<file path="src/rtl/axi_arb.sv">
// rtl/axi_arb.sv - round-robin arbiter sharing one AXI4 master port among nm upstream masters
module axi_arb #(
    parameter int nm = 2
) (
    input  logic                 clk,
    input  logic                 rst_n,

    input  logic [nm-1:0][7:0]   s_axi_awid,
    input  logic [nm-1:0][63:0]  s_axi_awaddr,
    input  logic [nm-1:0][7:0]   s_axi_awlen,
    input  logic [nm-1:0][2:0]   s_axi_awsize,
    input  logic [nm-1:0][1:0]   s_axi_awburst,
    input  logic [nm-1:0]        s_axi_awlock,
    input  logic [nm-1:0][3:0]   s_axi_awcache,
    input  logic [nm-1:0][2:0]   s_axi_awprot,
    input  logic [nm-1:0][3:0]   s_axi_awqos,
    input  logic [nm-1:0]        s_axi_awvalid,
    output logic [nm-1:0]        s_axi_awready,

    input  logic [nm-1:0][63:0]  s_axi_wdata,
    input  logic [nm-1:0][7:0]   s_axi_wstrb,
    input  logic [nm-1:0]        s_axi_wlast,
    input  logic [nm-1:0]        s_axi_wvalid,
    output logic [nm-1:0]        s_axi_wready,

    output logic [nm-1:0][7:0]   s_axi_bid,
    output logic [nm-1:0][1:0]   s_axi_bresp,
    output logic [nm-1:0]        s_axi_bvalid,
    input  logic [nm-1:0]        s_axi_bready,

    input  logic [nm-1:0][7:0]   s_axi_arid,
    input  logic [nm-1:0][63:0]  s_axi_araddr,
    input  logic [nm-1:0][7:0]   s_axi_arlen,
    input  logic [nm-1:0][2:0]   s_axi_arsize,
    input  logic [nm-1:0][1:0]   s_axi_arburst,
    input  logic [nm-1:0]        s_axi_arlock,
    input  logic [nm-1:0][3:0]   s_axi_arcache,
    input  logic [nm-1:0][2:0]   s_axi_arprot,
    input  logic [nm-1:0][3:0]   s_axi_arqos,
    input  logic [nm-1:0]        s_axi_arvalid,
    output logic [nm-1:0]        s_axi_arready,

    output logic [nm-1:0][7:0]   s_axi_rid,
    output logic [nm-1:0][63:0]  s_axi_rdata,
    output logic [nm-1:0][1:0]   s_axi_rresp,
    output logic [nm-1:0]        s_axi_rlast,
    output logic [nm-1:0]        s_axi_rvalid,
    input  logic [nm-1:0]        s_axi_rready,

    output logic [7:0]           m_axi_awid,
    output logic [63:0]          m_axi_awaddr,
    output logic [7:0]           m_axi_awlen,
    output logic [2:0]           m_axi_awsize,
    output logic [1:0]           m_axi_awburst,
    output logic                 m_axi_awlock,
    output logic [3:0]           m_axi_awcache,
    output logic [2:0]           m_axi_awprot,
    output logic [3:0]           m_axi_awqos,
    output logic                 m_axi_awvalid,
    input  logic                 m_axi_awready,

    output logic [63:0]          m_axi_wdata,
    output logic [7:0]           m_axi_wstrb,
    output logic                 m_axi_wlast,
    output logic                 m_axi_wvalid,
    input  logic                 m_axi_wready,

    input  logic [7:0]           m_axi_bid,
    input  logic [1:0]           m_axi_bresp,
    input  logic                 m_axi_bvalid,
    output logic                 m_axi_bready,

    output logic [7:0]           m_axi_arid,
    output logic [63:0]          m_axi_araddr,
    output logic [7:0]           m_axi_arlen,
    output logic [2:0]           m_axi_arsize,
    output logic [1:0]           m_axi_arburst,
    output logic                 m_axi_arlock,
    output logic [3:0]           m_axi_arcache,
    output logic [2:0]           m_axi_arprot,
    output logic [3:0]           m_axi_arqos,
    output logic                 m_axi_arvalid,
    input  logic                 m_axi_arready,

    input  logic [7:0]           m_axi_rid,
    input  logic [63:0]          m_axi_rdata,
    input  logic [1:0]           m_axi_rresp,
    input  logic                 m_axi_rlast,
    input  logic                 m_axi_rvalid,
    output logic                 m_axi_rready
);

    localparam int iw = (nm > 1) ? $clog2(nm) : 1;
    typedef logic [iw-1:0] idx_t;

    typedef enum logic [1:0] {R_IDLE, R_ADDR, R_DATA} rstate_t;
    typedef enum logic [1:0] {W_IDLE, W_ADDR, W_DATA, W_RESP} wstate_t;

    // First requester at or above ptr wins; otherwise wrap to the lowest one below ptr.
    function automatic idx_t pick(input logic [nm-1:0] req, input idx_t ptr);
        idx_t hi;
        idx_t lo;
        logic hi_found;
        hi       = '0;
        lo       = '0;
        hi_found = 1'b0;
        for (int i = nm - 1; i >= 0; i--) begin
            if (req[i]) begin
                if (idx_t'(i) >= ptr) begin
                    hi_found = 1'b1;
                    hi       = idx_t'(i);
                end else begin
                    lo = idx_t'(i);
                end
            end
        end
        return hi_found ? hi : lo;
    endfunction

    function automatic idx_t next_ptr(input idx_t g);
        return (int'(g) == nm - 1) ? '0 : g + idx_t'(1);
    endfunction

    rstate_t rstate, rstate_nx;
    idx_t    rg, rg_nx, rptr, rptr_nx;
    wstate_t wstate, wstate_nx;
    idx_t    wg, wg_nx, wptr, wptr_nx;

    // Read path
    always_ff @(posedge clk or negedge rst_n) begin
        if (!rst_n) begin
            rstate <= R_IDLE;
            rg     <= '0;
            rptr   <= '0;
        end else begin
            rstate <= rstate_nx;
            rg     <= rg_nx;
            rptr   <= rptr_nx;
        end
    end

    always_comb begin
        rstate_nx     = rstate;
        rg_nx         = rg;
        rptr_nx       = rptr;
        m_axi_arvalid = 1'b0;
        m_axi_rready  = 1'b0;
        s_axi_arready = '0;
        s_axi_rvalid  = '0;
        case (rstate)
            R_IDLE: begin
                if (|s_axi_arvalid) begin
                    rg_nx     = pick(s_axi_arvalid, rptr);
                    rstate_nx = R_ADDR;
                end
            end
            R_ADDR: begin
                m_axi_arvalid     = 1'b1;
                s_axi_arready[rg] = m_axi_arready;
                if (m_axi_arready) rstate_nx = R_DATA;
            end
            R_DATA: begin
                s_axi_rvalid[rg] = m_axi_rvalid;
                m_axi_rready     = s_axi_rready[rg];
                if (m_axi_rvalid && s_axi_rready[rg] && m_axi_rlast) begin
                    rstate_nx = R_IDLE;
                    rptr_nx   = next_ptr(rg);
                end
            end
            default: rstate_nx = R_IDLE;
        endcase
    end

    assign m_axi_arid    = s_axi_arid[rg];
    assign m_axi_araddr  = s_axi_araddr[rg];
    assign m_axi_arlen   = s_axi_arlen[rg];
    assign m_axi_arsize  = s_axi_arsize[rg];
    assign m_axi_arburst = s_axi_arburst[rg];
    assign m_axi_arlock  = s_axi_arlock[rg];
    assign m_axi_arcache = s_axi_arcache[rg];
    assign m_axi_arprot  = s_axi_arprot[rg];
    assign m_axi_arqos   = s_axi_arqos[rg];

    // Response payload is broadcast; only the grantee's valid qualifies it.
    assign s_axi_rid   = {nm{m_axi_rid}};
    assign s_axi_rdata = {nm{m_axi_rdata}};
    assign s_axi_rresp = {nm{m_axi_rresp}};
    assign s_axi_rlast = {nm{m_axi_rlast}};

    // Write path
    always_ff @(posedge clk or negedge rst_n) begin
        if (!rst_n) begin
            wstate <= W_IDLE;
            wg     <= '0;
            wptr   <= '0;
        end else begin
            wstate <= wstate_nx;
            wg     <= wg_nx;
            wptr   <= wptr_nx;
        end
    end

    always_comb begin
        wstate_nx     = wstate;
        wg_nx         = wg;
        wptr_nx       = wptr;
        m_axi_awvalid = 1'b0;
        m_axi_wvalid  = 1'b0;
        m_axi_bready  = 1'b0;
        s_axi_awready = '0;
        s_axi_wready  = '0;
        s_axi_bvalid  = '0;
        case (wstate)
            W_IDLE: begin
                if (|s_axi_awvalid) begin
                    wg_nx     = pick(s_axi_awvalid, wptr);
                    wstate_nx = W_ADDR;
                end
            end
            W_ADDR: begin
                m_axi_awvalid     = 1'b1;
                s_axi_awready[wg] = m_axi_awready;
                if (m_axi_awready) wstate_nx = W_DATA;
            end
            W_DATA: begin
                m_axi_wvalid     = s_axi_wvalid[wg];
                s_axi_wready[wg] = m_axi_wready;
                if (s_axi_wvalid[wg] && m_axi_wready && s_axi_wlast[wg]) wstate_nx = W_RESP;
            end
            W_RESP: begin
                s_axi_bvalid[wg] = m_axi_bvalid;
                m_axi_bready     = s_axi_bready[wg];
                if (m_axi_bvalid && s_axi_bready[wg]) begin
                    wstate_nx = W_IDLE;
                    wptr_nx   = next_ptr(wg);
                end
            end
            default: wstate_nx = W_IDLE;
        endcase
    end

    assign m_axi_awid    = s_axi_awid[wg];
    assign m_axi_awaddr  = s_axi_awaddr[wg];
    assign m_axi_awlen   = s_axi_awlen[wg];
    assign m_axi_awsize  = s_axi_awsize[wg];
    assign m_axi_awburst = s_axi_awburst[wg];
    assign m_axi_awlock  = s_axi_awlock[wg];
    assign m_axi_awcache = s_axi_awcache[wg];
    assign m_axi_awprot  = s_axi_awprot[wg];
    assign m_axi_awqos   = s_axi_awqos[wg];
    assign m_axi_wdata   = s_axi_wdata[wg];
    assign m_axi_wstrb   = s_axi_wstrb[wg];
    assign m_axi_wlast   = s_axi_wlast[wg];

    assign s_axi_bid   = {nm{m_axi_bid}};
    assign s_axi_bresp = {nm{m_axi_bresp}};

endmodule

</file>
<file path="config.mk">
export PLATFORM = sky130hd
export DESIGN_NAME = axi_arb
export DESIGN_NICKNAME = d
export VERILOG_FILES = /design/src/rtl/axi_arb.sv
export SDC_FILE = /design/constraint.sdc
export NUM_CORES = 1
export LEC_CHECK = 0
export ABC_AREA = 1
export CORE_AREA = 2 2 419 421
export DETAILED_ROUTE_END_ITERATION = 6
export DIE_AREA = 0 0 421 423
export SLEW_MARGIN = 20
export SYNTH_ARGS = -nofsm -noshare
export SYNTH_HDL_FRONTEND = slang
export SYNTH_SLANG_ARGS = --single-unit
</file>
<file path="constraint.sdc">
create_clock -name clk -period 1.6 [get_ports clk]
set_input_delay 0.32 -clock clk [delete_from_list [all_inputs] [get_ports clk]]
set_output_delay 0.32 -clock clk [all_outputs]
set_load 0.02 [all_outputs]
</file>
### Yosys cells after proc, flatten, opt, wreduce, memory -nomap -nowiden

Index checks and enable logic that the tools add are counted.
W data, S select, Z words.

| operators by class | value |
|---|---|
| $add $sub $neg | 2 |
| order comparisons | 8 |
| equality and inequality tests | 12 |
| muxes and demuxes | 99 |
| bitwise operators | 5 |
| reduce and logical (&&, ||, !) cells | 17 |

Operator list:

| operator | number |
|---|---|
| $mux W64 | 6 |
| $mux W8 | 10 |
| $mux W1 | 47 |
| $mux W2 | 16 |
| $mux W4 | 8 |
| $mux W3 | 8 |
| $ne A2 B2 Y1 const B | 7 |
| $and A2 B2 Y2 | 5 |
| $pmux W2 S4 | 1 |
| $reduce_and A2 Y1 | 4 |
| $logic_and A1 B1 Y1 | 7 |
| $eq A2 B2 Y1 const B | 3 |
| $pmux W2 S3 | 1 |
| $eq A2 B1 Y1 const B | 2 |
| $ge A1 B1 Y1 const A | 4 |
| $logic_not A2 Y1 | 2 |
| $lt A1 B2 Y1 const B | 2 |
| $reduce_and A4 Y1 | 1 |
| $reduce_or A2 Y1 | 2 |
| $reduce_and A3 Y1 | 1 |
| $add A1 B1 Y1 const B | 2 |
| $demux W1 S1 | 2 |
| $ge A1 B1 Y1 const B | 2 |

| storage, ports and cells | value |
|---|---|
| register bits after elaboration | 8 |
| input bits | 636 |
| output and inout port bits | 452 |
| logic and storage cells | 149 |

### Depth between registers and ports, before layout

Gate-level depths: netlist of the first run.

| depth | value |
|---|---|
| depth in word-level cells | 8 |
| mapped depth | 9 |
| mapped depth without buffers | 8 |

### Least setup slack after synthesis of the first run

OpenSTA, ideal clock, no wires.

| path | value |
|---|---|
| kind | register to output |
| from | reg wstate[1] |
| to | out s_axi_awready[0] |
| arrival time | 1.320 ns |
| required time | 1.280 ns |
| path slack | -0.040 ns |
| cell stages (with the launch flop) | 5 |
| buffers on the path | 0 |
| path through | dfrtp_1 > inv_1 > ha_1 > inv_1 > nor3_1 |

| between the ends | value |
|---|---|
| longest elaborated chain between the ends | 2 |

Ends and longest elaborated chain:

| item | RTL line | text |
|---|---|---|
| start, declared | 126 | `wstate_t wstate, wstate_nx;` |
| start signal, assigned | 197 | `wstate <= wstate_nx;` |
| $eq A2 B1 Y1 | 213 | `case (wstate)` |
| $mux W2 | 213 |  |
| end, declared | 18 | `output logic [nm-1:0] s_axi_awready,` |

No other way between the ends.

### Worst setup path in the final report of the first run

| path | value |
|---|---|
| from | reg wg |
| to | out m_axi_awaddr[58] |

| between the ends | value |
|---|---|
| longest elaborated chain between the ends | 2 |

Ends and longest elaborated chain:

| item | RTL line | text |
|---|---|---|
| start, declared | 127 | `idx_t wg, wg_nx, wptr, wptr_nx;` |
| start signal, assigned | 198 | `wg <= wg_nx;` |
| $mux W64 (implied by the code) (2 in a row) | 243 | `assign m_axi_awaddr = s_axi_awaddr[wg];` |
| end, declared | 51 | `output logic [63:0] m_axi_awaddr,` |

No other way between the ends. The select of a mux whose other input is x is not followed.

==> results of run 1 <==
worst max path at each step:
stage,cells after the start,end,startpoint
finish,6,m_axi_awaddr[58],wg
global route,7,m_axi_wstrb[7],wg
CTS,7,m_axi_awprot[2],wg
detailed placement,7,m_axi_awprot[2],wg
global placement,7,m_axi_awprot[2],wg
floorplan,4,s_axi_awready[0],wstate[1]
synthesized netlist by cell type (all sizes together):
cell type / n / area [µm²]
inv: 18 / 67.6
nor2: 9 / 33.8
o211ai: 1 / 7.51
ha: 5 / 62.6
nor3: 7 / 35.0
nand3: 6 / 30.0
a21oi: 4 / 27.5
o21ai: 3 / 15.0
nand2: 829 / 3110
o32ai: 1 / 8.76
dfrtp: 8 / 200
buf: 231 / 1650
or2: 2 / 12.5
layout by cell type, fill, tap and decap left out, types with 2 or more instances in the layout:
cell type / count
dfrtp_4: 2
nor2_1: 4
nand2_2: 173
ha_1: 3
nand2_4: 346
buf_6: 126
nor2_4: 5
buf_4: 40
nand3_1: 3
o21ai_1: 2
a21oi_4: 2
clkdlybuf4s50_1: 551
dfrtp_1: 6
nor3_4: 5
diode_2: 13
inv_1: 14
ha_4: 2
nand2_1: 293
clkbuf_16: 16
buf_8: 22
clkdlybuf4s15_2: 3
nand3_4: 2
or2_2: 2
nand2_8: 17
buf_16: 21
buf_12: 221
area by class of cell:
type                       count  area, µm²  share of cell area (%)
timing repair buffer         998      12900                    56.1
multi-input combinational    867       6820                    29.6
tap                         2325       2910                    12.6
sequential                     8        208                   0.900
inverter                      18       87.6                   0.380
clock buffer                   3       75.1                   0.325
antenna                       13       32.5                   0.141
routing by layer:
layer	up-vias	track usage (%)
li1	4738	-
met1	5352	12.5
met2	1066	24.7
met3	301	10.8
met4	58	4.21
met5	-	2.18
timing repair:
action,in CTS,in global routing
pin swaps,107,179
buffers inserted,60,24
gates resized for setup,967,565
endpoints found under the setup margin,284,284
cloned,23,18
per-stage QoR:
step                      TNS (ns)  instances  utilization, %  cell area [µm²]  hold WS [ns]
after CTS                  -101.46       4192            11.9            20600         0.434
after global routing       -102.13       4223            13.3            23000         0.462
after floorplan            -0.0792       1124               -             5260        0.0244
after global placement      -70.34       4107            9.93            17200         0.478
after detailed placement    -73.74       4107            9.93            17200         0.488
final                       -89.42       4232            13.3            23100         0.418
worst reg2reg max path, delay by kind of cell (launching register included):
| family | cells | cell delay [ns] |
|---|---|---|
| AOI/OAI and AO/OA | 1 | 0.23 |
| buffers and inverters | 4 | 0.53 |
| DFF | 1 | 0.52 |
| and+or+nand+nor | 5 | 0.36 |
kinds of logic (layout without fill, tap and decap cells):
family	after synthesis	after routing	synth area share (%)
and+or+nand+nor	853	853	61.3
buffers and inverters	249	1019	32.6
AOI/OAI and AO/OA	9	9	1.12
DFF	8	8	3.81
adders and majority gates	5	5	1.19
other	0	13	0
flip-flops by register name, summed over array words and instances, names as in the netlist:
name	cells
wstate	2
rg	1
rptr	1
wptr	1
wg	1
rstate	2
where the power goes:
group | internal [mW] | switching (mW) | leakage (nW) | total [mW]
clock network | 0.323 | 0.107 | 0.0371 | 0.431
registers | 0.318 | 0.158 | 0.0968 | 0.477
logic | 16.9 | 19.3 | 9.51 | 36.2
total | 17.5 | 19.6 | 9.65 | 37.1
==> impl_results.md, run 1 <==
* Max_slew headroom at 67.4%
* # H-tree levels at 1
* Netlist Area Pre-Place at approximately 5300 µm²
* WL met1 at 40100 µm
* Post-DP HPWL at 121000 µm
* Max Slew Vio Count at 0
* Antenna Nets Post-Route at 0
* Count of different cell masters after synthesis at 19
* Starting Density at 3.04%
* Reg2reg path depth at 10
* Overall Power at 37.1 mW
* Detailed Route WL at 137000 µm
* Hold Path Class: in2async
* Worst-path clk slew at about 0.04 ns
* Worst R2R Start: wg
* Vias post-DR at 11515
* Worst-path fanout max at 8
* Site Rows at 153
* Max Used Layer: met5
* Clock skew at 0.000207 ns
* Vias in the first global route at roughly 11000
* Wirelength per Cell at 32.4 µm
* Failing checks: negative setup slack
* # IOs at 1088
* Most frequent CP cell: buf_4
* Hold buffers post-CTS at 0
* CTS max path bufs at 2
* Critical-path top delay cell: dfrtp_4
* Gr usage total at 14.2%
* CTS tree: done
* Largest net degree at the start of global routing at 32
* Reg-to-reg slack, setup at -0.16 ns
* Peak Freq at 0.488 GHz
* Synth Net Count at roughly 1800
* Tmin final at 2.05 ns
* Ys Warns at 0
* CP Launch Type: flop
* Sequential share of the synthesized area at approximately 3.8%
* Top delay family on crit path: buffers and inverters
* Core box area at 173000 µm²
* PnR worst setup slack at -0.448 ns
* Status: finished with violations
* # fillers at 19557
* Die area at 178000 µm²
* Fin. Hold Viols at 0
* Crit-path max cell delay at around 0.56 ns
* Count of final setup violators at around 280
* Layout cell share with drive strength beyond 1 at 53.5%
* GPL Wtd Cong at 1.00
* Die H at 423 µm
* Critical path data arrival time at 1.73 ns
* Max-cap violations at 0
* Peak supply drop at 804 µV
* CP bufs+invs at 4
* DRT Pass-1 Iters at 5
* Slew @ Worst Pin at 0.487 ns
* Congestion Overflow GR at 0
* Dpl ws at -0.650 ns
* P&R area growth vs syn at 339%
* First-pass GRT wire length at 155000 µm
* DR WL met3 at 23200 µm
* Final critical-path share of the clock period at 128%
* DRC viols at 0
* Crit-path cells: inv_12 -> buf_4 -> buf_4 -> nand2_1 -> nand2_2 -> buf_12
* Yosys reg bits at 8
* Pwr dens at around 1600 nW/µm²
* Worst R2R End: wstate[0]
* Via/cell ratio at 2.72
* WL met2 at around 67000 µm
* Worst skew pair latency at 0.23 ns
* Root Driver: clkbuf_16
* Die X at 421 µm
* Crit path capture type: primary output
* Synth Area per Inst at 4.68 µm²
* Post-Synthesis Cells at 1124
* CTS sink count at 8
* Path type of the worst setup path: reg2out
* Total CTS buffers at 3
* Leak pwr at 9.65 nW
* Layout Nets at 2537
* Initial drt markers at approximately 830
* Port Buf Inserts at 835
* Initial antenna violation count at slightly below 80
* WP data required at 1.28 ns
* Unrepaired setup endpoints after global routing: true
Note: power is estimated with default switching activity, not from simulation.
==> run 2: changes to the inputs <==
--- a/config.mk
+++ b/config.mk
@@ -6,6 +6,7 @@
 export NUM_CORES = 1
 export LEC_CHECK = 0
 export ABC_AREA = 1
+export CAP_MARGIN = 15
 export CORE_AREA = 2 2 419 421
 export DETAILED_ROUTE_END_ITERATION = 6
 export DIE_AREA = 0 0 421 423
==> results of run 2 <==
Same layout as run 1: the final DEF is identical, and so are final timing and power.
